==> src/rtl/dest_arb_mux_pkg.sv <==
// Shared constants for the destination arbiter mux.
// Mode encodings and the routing top level's default sizes.
package dest_arb_mux_pkg;

  localparam logic MODE_FIXED = 1'b0;
  localparam logic MODE_RR    = 1'b1;

  localparam int DEF_NUM_CH = 4;
  localparam int DEF_DATA_W = 10;

endpackage

==> src/rtl/dest_arb_mux_if.sv <==
// Channel-FIFO side and destination side of the arbiter mux.
// slave is the mux itself; master is whoever drives the FIFOs.
interface dest_arb_mux_if #(
  parameter int NUM_CH = dest_arb_mux_pkg::DEF_NUM_CH,
  parameter int DATA_W = dest_arb_mux_pkg::DEF_DATA_W
);

  localparam int CH_W = $clog2(NUM_CH);

  logic                     mode;
  logic [NUM_CH-1:0]        in_empty;
  logic [NUM_CH*DATA_W-1:0] in_data;
  logic                     out_full;
  logic [NUM_CH-1:0]        pop;
  logic                     out_valid;
  logic [DATA_W-1:0]        out_data;
  logic [CH_W-1:0]          out_ch;

  modport slave (
    input  mode,
    input  in_empty,
    input  in_data,
    input  out_full,
    output pop,
    output out_valid,
    output out_data,
    output out_ch
  );

  modport master (
    output mode,
    output in_empty,
    output in_data,
    output out_full,
    input  pop,
    input  out_valid,
    input  out_data,
    input  out_ch
  );

endinterface

==> src/rtl/dest_arb_mux_rr_pick.sv <==
// Combinational rotating picker: first requester at or after start.
// Fixed priority is the same search with start = 0.
module dest_arb_mux_rr_pick #(
  parameter int NUM_CH = 4,
  parameter int CH_W   = $clog2(NUM_CH)
) (
  input  logic [NUM_CH-1:0] i_req,
  input  logic [CH_W-1:0]   i_start,
  output logic [NUM_CH-1:0] o_gnt,
  output logic [CH_W-1:0]   o_idx,
  output logic              o_any
);

  always_comb begin
    int j;
    logic [CH_W-1:0] w_j;
    o_gnt = '0;
    o_idx = '0;
    o_any = 1'b0;
    j     = 0;
    w_j   = '0;
    for (int k = 0; k < NUM_CH; k++) begin
      j = int'(i_start) + k;
      if (j >= NUM_CH) j = j - NUM_CH;
      w_j = CH_W'(j);
      if (!o_any && i_req[w_j]) begin
        o_any      = 1'b1;
        o_gnt[w_j] = 1'b1;
        o_idx      = w_j;
      end
    end
  end

endmodule

==> src/rtl/dest_arb_mux.sv <==
// N-to-1 destination mux: pops one channel FIFO per cycle and
// registers the word; fixed or round-robin pick chosen at runtime.
module dest_arb_mux
  import dest_arb_mux_pkg::*;
#(
  parameter int NUM_CH = DEF_NUM_CH,
  parameter int DATA_W = DEF_DATA_W,
  parameter int CH_W   = $clog2(NUM_CH)
) (
  input  logic          clk,
  input  logic          reset,
  dest_arb_mux_if.slave bus
);

  localparam logic [CH_W-1:0] LAST_CH = CH_W'(NUM_CH - 1);

  logic [CH_W-1:0]   r_last;
  logic              r_valid;
  logic [DATA_W-1:0] r_data;
  logic [CH_W-1:0]   r_ch;

  logic [NUM_CH-1:0] w_req;
  logic [CH_W-1:0]   w_rr_start;
  logic [CH_W-1:0]   w_start;
  logic [NUM_CH-1:0] w_gnt;
  logic [CH_W-1:0]   w_idx;
  logic              w_any;
  logic              w_fire;
  logic [DATA_W-1:0] w_word;

  assign w_req      = ~bus.in_empty;
  assign w_rr_start = (r_last == LAST_CH) ? '0 : r_last + 1'b1;
  assign w_start    = (bus.mode == MODE_RR) ? w_rr_start : '0;

  dest_arb_mux_rr_pick #(
    .NUM_CH (NUM_CH),
    .CH_W   (CH_W)
  ) u_pick (
    .i_req   (w_req),
    .i_start (w_start),
    .o_gnt   (w_gnt),
    .o_idx   (w_idx),
    .o_any   (w_any)
  );

  // reset and out_full gate the pop the same cycle, no pipeline
  assign w_fire = w_any && !bus.out_full && !reset;
  assign w_word = bus.in_data[int'(w_idx)*DATA_W +: DATA_W];

  assign bus.pop       = w_fire ? w_gnt : '0;
  assign bus.out_valid = r_valid;
  assign bus.out_data  = r_data;
  assign bus.out_ch    = r_ch;

  always_ff @(posedge clk) begin
    if (reset) begin
      r_last  <= LAST_CH;
      r_valid <= 1'b0;
      r_data  <= '0;
      r_ch    <= '0;
    end else begin
      r_valid <= w_fire;
      if (w_fire) begin
        r_last <= w_idx;
        r_data <= w_word;
        r_ch   <= w_idx;
      end
    end
  end

endmodule

==> src/flat_wrapper.sv <==
// flat-port wrapper written by rule: the top's interface ports become plain ports
module dest_arb_mux_flat import dest_arb_mux_pkg::*;
#(
  parameter int NUM_CH = DEF_NUM_CH,
  parameter int DATA_W = DEF_DATA_W,
  parameter int CH_W   = $clog2(NUM_CH)
)
  (clk, reset, bus_mode, bus_in_empty, bus_in_data, bus_out_full, bus_pop, bus_out_valid, bus_out_data, bus_out_ch);
  dest_arb_mux_if #(.NUM_CH(NUM_CH), .DATA_W(DATA_W)) bus_i ();
  input  logic clk;
  input  logic reset;
  input wire logic [$bits(bus_i.mode)-1:0] bus_mode;
  input wire logic [$bits(bus_i.in_empty)-1:0] bus_in_empty;
  input wire logic [$bits(bus_i.in_data)-1:0] bus_in_data;
  input wire logic [$bits(bus_i.out_full)-1:0] bus_out_full;
  output wire logic [$bits(bus_i.pop)-1:0] bus_pop;
  output wire logic [$bits(bus_i.out_valid)-1:0] bus_out_valid;
  output wire logic [$bits(bus_i.out_data)-1:0] bus_out_data;
  output wire logic [$bits(bus_i.out_ch)-1:0] bus_out_ch;
  assign bus_i.mode = bus_mode;
  assign bus_i.in_empty = bus_in_empty;
  assign bus_i.in_data = bus_in_data;
  assign bus_i.out_full = bus_out_full;
  assign bus_pop = bus_i.pop;
  assign bus_out_valid = bus_i.out_valid;
  assign bus_out_data = bus_i.out_data;
  assign bus_out_ch = bus_i.out_ch;
  dest_arb_mux #(.NUM_CH(NUM_CH), .DATA_W(DATA_W), .CH_W(CH_W)) u_core (.clk(clk), .reset(reset), .bus(bus_i));
endmodule
==> config.mk <==
export PLATFORM = sky130hd
export DESIGN_NAME = dest_arb_mux_flat
export DESIGN_NICKNAME = d
export VERILOG_FILES = /design/src/rtl/dest_arb_mux_pkg.sv /design/src/rtl/dest_arb_mux_if.sv /design/src/rtl/dest_arb_mux_rr_pick.sv /design/src/rtl/dest_arb_mux.sv /design/src/flat_wrapper.sv
export SDC_FILE = /design/constraint.sdc
export NUM_CORES = 1
export LEC_CHECK = 0
export CORE_MARGIN = 2
export CORE_UTILIZATION = 25
export DETAILED_ROUTE_END_ITERATION = 16
export GPL_TIMING_DRIVEN = 0
export SYNTH_ARGS = -nofsm -noshare
export SYNTH_HDL_FRONTEND = slang
export SYNTH_SLANG_ARGS = --single-unit
==> constraint.sdc <==
create_clock -name clk -period 2.6 [get_ports clk]
set_input_delay 0.26 -clock clk [delete_from_list [all_inputs] [get_ports clk]]
set_output_delay 0.26 -clock clk [all_outputs]
set_load 0.005 [all_outputs]
==> impl_results.md, run 1 <==
* Post-route ant nets at 0
* Simple-gate portion of the synthesized area at 18.72%
* Minimum clock period at 2.965 ns
* DR pass1 iterations at 4
* Share of the synthesized area in the top cell type at 22.24%
* Power share of the clock group at 12.5%
* Die Y at 77.49 µm
* Worst Setup SP: u_core.r_last[0]
* Vias in the first global route at 1643
* Max-Cap Viols at 0
* Root Buffer Master: clkbuf_8
* Remaining routing DRC violations at 0
* Clock sinks at 15
* Syn avg cell area at 8.710 µm²
* Count leader, synth: nor2_1
* Sequential Power Share at 19.6%
* Slew margin rel. at 56.84%
* # setup viols final at 18
* Slew at the pin with the worst max-slew slack at 0.6446 ns
* VDD IR max at 0.2760 mV
* Starting density of the core at 26.10%
* Synth area leaders: dfxtp_1 22%, mux2i_1 12%, ha_1 8.3%
* Top FF cell, synth: dfxtp_1
* RSZ-0062 raised after global routing: yes
* Post-synthesis xor/xnor area fraction at 0%
* Slowest CP cell: or3b_4
* Synth cell types at 38
* CP Launch Type: flip-flop
* TritonCTS clock tree: yes
* H-tree depth at 1
* Layout Utilization at 50.10%
* Crit-path cells: ha_4, or3b_4, buf_6, ha_1, a211oi_2, a21oi_2, nor4_4, buf_4, a2bb2oi_2, nor2_1, buf_2
* Worst setup margin at -0.3655 ns
* Clk Latency, worst-skew pair at 0.25 ns
* Number of I/O pins at 65
* Hold endpoint: u_core.bus.out_data[3]
* Num rows at 26
* Post-DP HPWL at 3.217 mm
* DIE AREA at 6004 µm²
* Total internal power at 969.3 µW
* Global-route wire length before repair at 7.741 mm
* Worst Hold Path Cells at 2
* Final period util at 114.1%
* Worst r2r dst: u_core.bus.out_data[1]
* Synth Area in Compound Gates at 33.55%
* GRT overflow at 0
* DR vias/cell at 4.903
* Initial antenna violation count at 0
* Internal reg-to-reg setup slack at -0.32 ns
* Die Wd at 77.49 µm
* Static Leak at 1.023 nW
* Kind of end point of the critical path: output port
* Ys async rst share at 0%
* Gate Count Post-Synth at 155
* Post-Syn Area at 1350 µm²
* Final total power at 1.539 mW
* Hold buffers post-CTS at 0
* PD cells at 593.9 nW/µm²
* Most common library cells after synthesis: 23 x nor2_1, 16 x mux2i_1, 15 x dfxtp_1
* Critical path required time at 2.34 ns
* Area leader, netlist: dfxtp_1
* Net Sw Frac at 37.01%
* Kind of critical path: reg2out
* Largest net degree at the start of global routing at 14
* Placer Congestion at 0.7820
* Yosys warns at 0
* Fin Setup TNS at -5.025 ns
* Hold wc startpoint: u_core.bus.out_data[3]
* Status: finished with violations
* Number of diodes at 0
* DR WL/cell at 14.49 µm
* Total Nets Final at 307
* #FFs+latches synth at 15
* Post-synthesis mux area share at 12.70%
* Worst-path clk slew at 0.06 ns
* Post-synthesis sequential area ratio at 22.24%
* TritonCTS Buffers at 3
* CP arrival at 2.71 ns
* Number of buffers added on ports at 64
* Endpoints failing hold at 0
* Bufs on Longest Clock Path at 2
* Number of cells on the worst reg-to-reg path at 14
* WP buf/inv at 3
* Tot GR Track Use at 15.60%
* Core area at 5172 µm²
* Area grow syn2layout at 91.94%
* Synth Area in Adders at 8.341%
* Vias at 1564
* Failing checks: negative setup slack
* CP peak stage delay at 0.37 ns
* Largest family of logic cells by synthesized area: compound AO/OA/AOI/OAI gates
* Clock skew at 0.0002755 ns
* Worst Path Max Fanout at 6
* Delay-heaviest family, CP: simple AND/OR/NAND/NOR gates
* Fmax at 337.2 MHz
* Sw Pwr at 569.5 µW
* Gate power share at 67.8%
* Max Slew Vio Count at 0
* Worst Hold Class: reg2reg
* Total wire length at 4.621 mm
* Layout cells sized above 1 at 32.53%
* Number of synthesized flops with an enable pin at 0
* R2R Path Start: u_core.r_last[0]
* Post-synthesis net count at 212
* DRC marker count from the first detailed-route iteration at 79
area by class of cell:
cell class / count / area (µm²)
plain buffers: 5 / 62.56
clock buffers: 4 / 45.04
fillers: 473 / 2581
inverters: 4 / 15.01
multi-input cells: 131 / 1212
flip-flops and latches: 15 / 304.0
well taps: 70 / 87.58
repair buffers: 90 / 864.6
worst max-delay path by stage:
stage,end,cells past startpoint
global route,bus_pop[3],12
floorplan,u_core.bus.out_data[2],11
finish,bus_pop[2],11
CTS,bus_pop[0],12
global placement,bus_pop[2],11
detailed placement,bus_pop[2],11
per-layer routing:
layer	vias to the layer above	track usage (%)	part of all wire [%]
li1	792	-	-
met1	731	21.06	46
met2	39	25.39	49
met3	2	4.535	5.5
met4	0	1.786	0.26
met5	-	0	0
placed cells by master (no fill, tap or decap), types with 3 or more instances in the layout:
cell type	count
a211oi_1	3
a221oi_2	5
a2bb2oi_1	3
nor3_1	5
clkbuf_8	4
buf_2	4
buf_4	15
o221ai_1	5
dfxtp_1	14
buf_6	13
a221oi_1	4
nand2_1	10
mux2i_1	12
ha_1	7
nand2_2	3
clkdlybuf4s50_1	59
o211ai_1	11
nor2_1	20
tightest hold or removal path, delay by kind of cell, from the launching register on:
| family | cells | cell delay (ns) |
|---|---|---|
| flops | 1 | 0.32 |
| compound gates | 1 | 0.06 |
| simple gates | 1 | 0.05 |
power groups by stage:
stage	Sequential, mW	Clock, mW	Combinational (mW)
after global placement	0.310	0	0.720
after global routing	0.310	0.210	1.12
final	0.302	0.192	1.04
after floorplan	0.313	0	0.456
after CTS	0.302	0.198	0.960
after detailed placement	0.310	0	0.728
flip-flops by register name, summed over array words and instances, names as in the netlist:
signal / flops
u_core.bus.out_ch: 2
u_core.r_last: 2
u_core.bus.out_valid: 1
u_core.bus.out_data: 10
metrics by stage:
stage | setup slack [ns] | instance area (µm²) | cells | hold slack, ns
5_1_grt | -0.4978 | 2591 | 319 | 0.4931
2_1_floorplan | -0.08258 | 1390 | 155 | 0.3328
3_3_place_gp | -1.091 | 2118 | 289 | 0.4435
4_1_cts | -0.3337 | 2485 | 314 | 0.4658
3_5_place_dp | -1.124 | 2118 | 289 | 0.4511
6_report | -0.3655 | 2591 | 319 | 0.4611
timing repair:
| action | 4_1_cts | 5_1_grt |
|---|---|---|
| hold endpoints to repair | 0 | 0 |
| resized for setup | 56 | 14 |
| buffers inserted | 20 | 6 |
| endpoints found under the setup margin | 18 | 18 |
| pin swaps | 28 | 7 |
| cloned | 1 | 0 |
logic make-up (layout without fill, tap and decap cells):
group / Yosys count / count (layout)
simple gates: 54 / 54
compound gates: 51 / 51
mux: 17 / 17
flops: 15 / 15
fa+ha+maj: 9 / 9
buf+inv: 9 / 103
(Power assumes the default switching activity.)
==> inputs of run 2 (changes only) <==
==> constraint.sdc (replaced) <==
create_clock -name clk -period 2.6 [get_ports clk]
set_input_delay 0.26 -clock clk [delete_from_list [all_inputs] [get_ports clk]]
set_output_delay 0.26 -clock clk [all_outputs]
set_load 0.01 [all_outputs]
==> impl_results.md, run 2 (same netlist as run 1, synthesis figures left out) <==
* Status: finished with violations
* Failing checks: negative setup slack
* Minimum clock period at 2.933 ns (-0.03263 ns)
* VDD IR max at 0.3079 mV (+12%)
* Slew margin rel. at 58.16% (+1.3 points)
* Met1 Use GR at 20.66% (-0.41 points)
* Largest net degree at the start of global routing at 14 (unchanged)
* Worst-path clk slew at 0.07 ns (about the same)
* Critical path required time at 2.34 ns (about the same)
* Most frequent cells in the layout: 59 x clkdlybuf4s50_1, 25 x buf_4, 20 x nor2_1, 14 x dfxtp_1, 13 x mux2i_1
* Total Nets Final at 315 (+2.6%)
* Hold buffers post-CTS at 0 (unchanged)
* Kind of critical path: reg2out
* Placed Area at 2125 µm² (+0.30%)
* Commonest non-fill, non-tap cell in the layout: clkdlybuf4s50_1
* RSZ-0062 raised after global routing: yes
* PD cells at 587.3 nW/µm² (-1.1%)
* Max-Cap Viols at 0 (unchanged)
* Global-route wire length before repair at 7.458 mm (-3.7%)
* TritonCTS clock tree: yes
* Layout cells sized above 1 at 35.02% (+2.5 points)
* Layout Cells excl Fill at 327 (+2.5%)
* # setup viols final at 18 (unchanged)
* DR pass1 iterations at 4 (unchanged)
* Worst Path Max Fanout at 7 (+1)
* Max Slew Vio Count at 0 (unchanged)
* CP Launch Type: flip-flop
* Initial antenna violation count at 0 (unchanged)
* Number of flip-flops in the largest register at 10 (unchanged)
* Num rows at 26 (unchanged)
* Number of buffers added on ports at 64 (unchanged)
* Bufs on Longest Clock Path at 2 (unchanged)
* Remaining routing DRC violations at 0 (unchanged)
* DIE AREA at 6004 µm² (unchanged)
* GRT overflow at 0 (unchanged)
* Kind of end point of the critical path: output port
* Area grow syn2layout at 95.83%
* Post-route ant nets at 0 (unchanged)
* Vias in the first global route at 1557 (-5.2%)
* Clock skew at 0.005235 ns (+0.004960 ns)
* Die Y at 77.49 µm (unchanged)
* H-tree depth at 1 (unchanged)
* Placed insts at 289 (unchanged)
* Starting density of the core at 26.10% (unchanged)
* Core area at 5172 µm² (unchanged)
* DR WL/cell at 14.67 µm (+1.2%)
* Static Leak at 1.056 nW (+3.2%)
* Vias at 1615 (+3.3%)
* Most used routing layer: met2
* Total wire length at 4.796 mm (+3.8%)
* Post-DP HPWL at 3.191 mm (-0.81%)
* Worst setup margin at -0.3328 ns (+0.03263 ns)
* Met3 Resource Use GR at 3.488% (-1.0 points)
* Slew at the pin with the worst max-slew slack at 0.6188 ns (-0.02588 ns)
* Fmax at 341.0 MHz (+1.1%)
* Met2 Use GR at 25.22% (-0.17 points)
* Worst Setup SP: u_core.r_last[0]
* Tot GR Track Use at 15.25% (-0.34 points)
* Die Wd at 77.49 µm (unchanged)
* Clk Latency, worst-skew pair at 0.25 ns (about the same)
* Number of diodes at 0 (unchanged)
* Number of I/O pins at 65 (unchanged)
* Final period util at 112.8% (-1.3 points)
* Clock sinks at 15 (unchanged)
* Endpoints failing hold at 0 (unchanged)
* Hold wc startpoint: u_core.bus.out_data[3]
* DR vias/cell at 4.939 (+0.73%)
* TritonCTS Buffers at 3 (unchanged)
* Finished Cell Area at 2644 µm² (+2.0%)
* CP arrival at 2.67 ns (-0.04 ns)
* DRC marker count from the first detailed-route iteration at 61 (-23%)
* R2R Path Start: u_core.r_last[0]
* Root Buffer Master: clkbuf_8
* Placer Congestion at 0.7351 (-6.0%)
* Worst Hold Class: reg2reg
-- run 2: cell types whose count changed in the layout (fill, tap and decap cells not counted), moves of 2 or more --
cell	change
buf_6	-3
a21oi_2	-2
a21oi_4	+2
buf_4	+10
-- run 2: final cells by class --
class                   instances  area [µm²]
plain buffers                   5       66.31
clock inverters                 1       5.005
fillers                       478        2529
inverters                       4       15.01
clock buffers                   3       41.29
well taps                      70       87.58
multi-input cells             132        1227
flip-flops and latches         15       304.0
repair buffers                 97       897.1
-- run 2: metal layers --
layer / vias to the layer above / wire length [µm]
li1: 811 / -
met1: 757 / 2233
met2: 42 / 2331
met3: 5 / 212
met4: 0 / 19
met5: - / 0
-- run 2: final timing paths --
path                                          endpoint  slack (ns)  cells past startpoint
worst max-delay path                        bus_pop[3]       -0.33                     12
worst min-delay path            u_core.bus.out_data[3]        0.46                      2
worst max register to register  u_core.bus.out_data[2]       -0.31                     12
worst min register to register  u_core.bus.out_data[3]        0.46                      2
-- run 2: metrics by stage --
step	setup slack, ns	hold slack, ns	util [%]	power [mW]	TNS [ns]
after detailed placement	-0.9602	0.4513	41.07	1.062	-12.84
after global routing	-0.4410	0.4885	51.11	1.653	-6.015
after global placement	-0.9303	0.4428	41.07	1.056	-12.62
final	-0.3328	0.4645	51.11	1.553	-4.001
after CTS	-0.3765	0.4655	47.22	1.456	-4.129
after floorplan	-0.08447	0.3328	-	0.7907	-0.4979
-- run 2: timing repair --
item / 4_1_cts / 5_1_grt
endpoints found under the setup margin: 18 / 18
gates cloned: 1 / 1
setup buffers: 17 / 15
pin swaps: 23 / 21
gates resized for setup: 52 / 17
-- run 2: power by group --
group / switching (mW) / internal, mW
Sequential: 0.0264 / 0.278
Clock: 0.0888 / 0.106
Combinational: 0.484 / 0.569
Total: 0.599 / 0.954
-- run 2: worst max-delay path: stages (launching register included) --
cell       delay, ns
dfxtp_4         0.36
ha_4            0.16
or3b_4          0.38
buf_8           0.14
ha_4            0.28
a211oi_4        0.04
a21o_1          0.19
buf_6           0.14
buf_4           0.13
a221oi_2        0.23
a2bb2oi_1       0.17
nor2_1          0.05
buf_2           0.13
==> inputs of run 3 (changes only) <==
--- a/config.mk
+++ b/config.mk
@@ -12,3 +12,4 @@
 export SYNTH_ARGS = -nofsm -noshare
 export SYNTH_HDL_FRONTEND = slang
 export SYNTH_SLANG_ARGS = --single-unit
+export TNS_END_PERCENT = 10
==> impl_results.md, run 3 (same netlist as run 1, synthesis figures left out) <==
* Max Slew Vio Count at 0 (unchanged)
* Tot GR Track Use at 14.84% (-0.42 points)
* Register area at 304.0 µm² (unchanged)
* CP arrival at 2.68 ns (about the same)
* Total wire length at 4.268 mm (-11%)
* VDD IR max at 0.3468 mV (+13%)
* Number of I/O pins at 65 (unchanged)
* Kind of critical path: reg2out
* Slew margin rel. at 53.30% (-4.9 points)
* Num rows at 26 (unchanged)
* Worst slack, placed at -0.9855 ns (-0.02527 ns)
* Post-route ant nets at 0 (unchanged)
* DR WL/cell at 13.81 µm (-5.8%)
* Worst-path clk slew at 0.06 ns (about the same)
* Kind of end point of the critical path: output port
* Number of flip-flops in the largest register at 10 (unchanged)
* Vias at 1488 (-7.9%)
* Remaining routing DRC violations at 0 (unchanged)
* DRC marker count from the first detailed-route iteration at 74 (+21%)
* TritonCTS clock tree: yes
* Vias in the first global route at 1530 (-1.7%)
* Most frequent cells in the layout: 59 x clkdlybuf4s50_1, 19 x nor2_1, 15 x mux2i_1, 14 x dfxtp_1, 13 x buf_4
* Global-route wire length before repair at 7.362 mm (-1.3%)
* Total internal power at 847.8 µW (-11%)
* Total Nets Final at 297 (-5.7%)
* Failing checks: negative setup slack
* PD cells at 579.0 nW/µm² (-1.4%)
* # setup viols final at 18 (unchanged)
* Die Y at 77.49 µm (unchanged)
* DIE AREA at 6004 µm² (unchanged)
* Status: finished with violations
* DR vias/cell at 4.816 (-2.5%)
* Final period util at 112.9% (about the same)
* Die Wd at 77.49 µm (unchanged)
* Sequential Power Share at 22.1% (+2.5 points)
* Starting density of the core at 26.10% (unchanged)
* Fmax at 340.7 MHz (about the same)
* Initial antenna violation count at 0 (unchanged)
* CP Launch Type: flip-flop
* Slew at the pin with the worst max-slew slack at 0.6911 ns (+0.07238 ns)
* H-tree depth at 1 (unchanged)
* Max-Cap Viols at 0 (unchanged)
* Post-DP HPWL at 3.161 mm (-0.92%)
* Power share of the clock group at 13.8% (+1.2 points)
* Worst Path Max Fanout at 6 (-1)
* GRT overflow at 0 (unchanged)
* Clock sinks at 15 (unchanged)
* Area grow syn2layout at 75.44%
* Root Buffer Master: clkbuf_8
* DR pass1 iterations at 4 (unchanged)
* Static Leak at 0.9359 nW (-11%)
* Number of diodes at 0 (unchanged)
* Fillers at 496 (+3.8%)
* Fin Setup TNS at -4.150 ns (-0.1489 ns)
* Worst setup margin at -0.3355 ns (-0.002680 ns)
* Bufs on Longest Clock Path at 2 (unchanged)
* Sw Pwr at 523.6 µW (-13%)
* Core area at 5172 µm² (unchanged)
* Internal reg-to-reg setup slack at -0.28 ns (+0.03 ns)
* RSZ-0062 raised after global routing: yes
* Worst Hold Class: reg2reg
* Number of buffers added on ports at 64 (unchanged)
* Gate power share at 64.0% (-3.8 points)
* Net Sw Frac at 38.18% (-0.41 points)
* Critical path required time at 2.34 ns (about the same)
* TritonCTS Buffers at 3 (unchanged)
* Layout Utilization at 45.79% (-5.3 points)
* Placer Congestion at 0.7540 (+2.6%)
* Clock skew at 0.003324 ns (-0.001911 ns)
* Minimum clock period at 2.936 ns (+0.002680 ns)
* Layout cells sized above 1 at 25.52% (-9.5 points)
* Endpoints failing hold at 0 (unchanged)
* Commonest non-fill, non-tap cell in the layout: clkdlybuf4s50_1
* Area of the multi-input gates at 1114 µm² (-9.3%)
* Largest net degree at the start of global routing at 14 (unchanged)
* Clk Latency, worst-skew pair at 0.25 ns (about the same)
[run 3: cell count changes in the layout (fill, tap and decap cells not counted), moves of 2 or more]
cell	before	now
o21ai_4	2	0
a211oi_1	2	4
nor2_2	1	3
a21oi_2	0	2
buf_4	25	13
a221oi_2	6	4
nor2_4	3	1
buf_8	2	0
buf_6	10	7
o21ai_2	0	2
a21oi_4	2	0
a221oi_1	3	5
mux2i_1	13	15
[run 3: worst max-delay path, cell delays in order (launching register included)]
cell and delay [ns]:
dfxtp_4 0.36, ha_4 0.16, or3b_4 0.37, buf_6 0.14, ha_4 0.23, a211oi_4 0.22
a21o_1 0.12, buf_6 0.13, nor2_4 0.06, a221oi_2 0.22, a2bb2oi_1 0.22, nor2_1 0.06
buf_2 0.13
[run 3: worst paths after layout]
check	endpoint	cells after the start	startpoint
hold reg to reg	u_core.bus.out_data[3]	2	u_core.bus.out_data[3]
setup / recovery	bus_pop[2]	12	u_core.r_last[0]
setup reg to reg	u_core.bus.out_data[2]	13	u_core.r_last[0]
hold / removal	u_core.bus.out_data[3]	2	u_core.bus.out_data[3]
[run 3: stage by stage]
| step | hold WS [ns] | instance area, µm² | power (mW) | std cells |
|---|---|---|---|---|
| floorplan | 0.3328 | 1393 | 0.7882 | 155 |
| global placement | 0.4430 | 2121 | 1.051 | 289 |
| detailed placement | 0.4489 | 2121 | 1.055 | 289 |
| CTS | 0.4616 | 2361 | 1.371 | 309 |
| global route | 0.4936 | 2369 | 1.469 | 309 |
| finish | 0.4592 | 2369 | 1.371 | 309 |
[run 3: power by group through the flow]
stage / logic [mW] / registers, mW / clock network [mW]
2_1_floorplan: 0.460 / 0.329 / 0
3_3_place_gp: 0.742 / 0.309 / 0
3_5_place_dp: 0.744 / 0.311 / 0
4_1_cts: 0.872 / 0.303 / 0.195
5_1_grt: 0.956 / 0.309 / 0.205
6_report: 0.878 / 0.303 / 0.190
[run 3: what timing repair did]
action | 4_1_cts | 5_1_grt
hold buffers | 0 | 0
setup endpoints to repair | 19 | 18
gates resized for setup | 40 | 2
pin swaps | 20 | 0
setup buffers | 16 | 0
[run 3: cell type report]
type                       instances  area share (%)
buffer                             5           2.219
clock buffer                       4           1.902
sequential                        15           12.84
inverter                           4          0.6339
timing repair buffer              80           31.70
tap                               70           3.698
multi-input combinational        131           47.02
[run 3: metal layers]
layer / GRT usage, % / up-vias / routed length [µm]
met3: 3.721 / 2 / 212
met2: 23.91 / 33 / 1982
met4: 0.5357 / 0 / 7
li1: - / 771 / -
met1: 21.05 / 682 / 2067
met5: 0 / - / 0
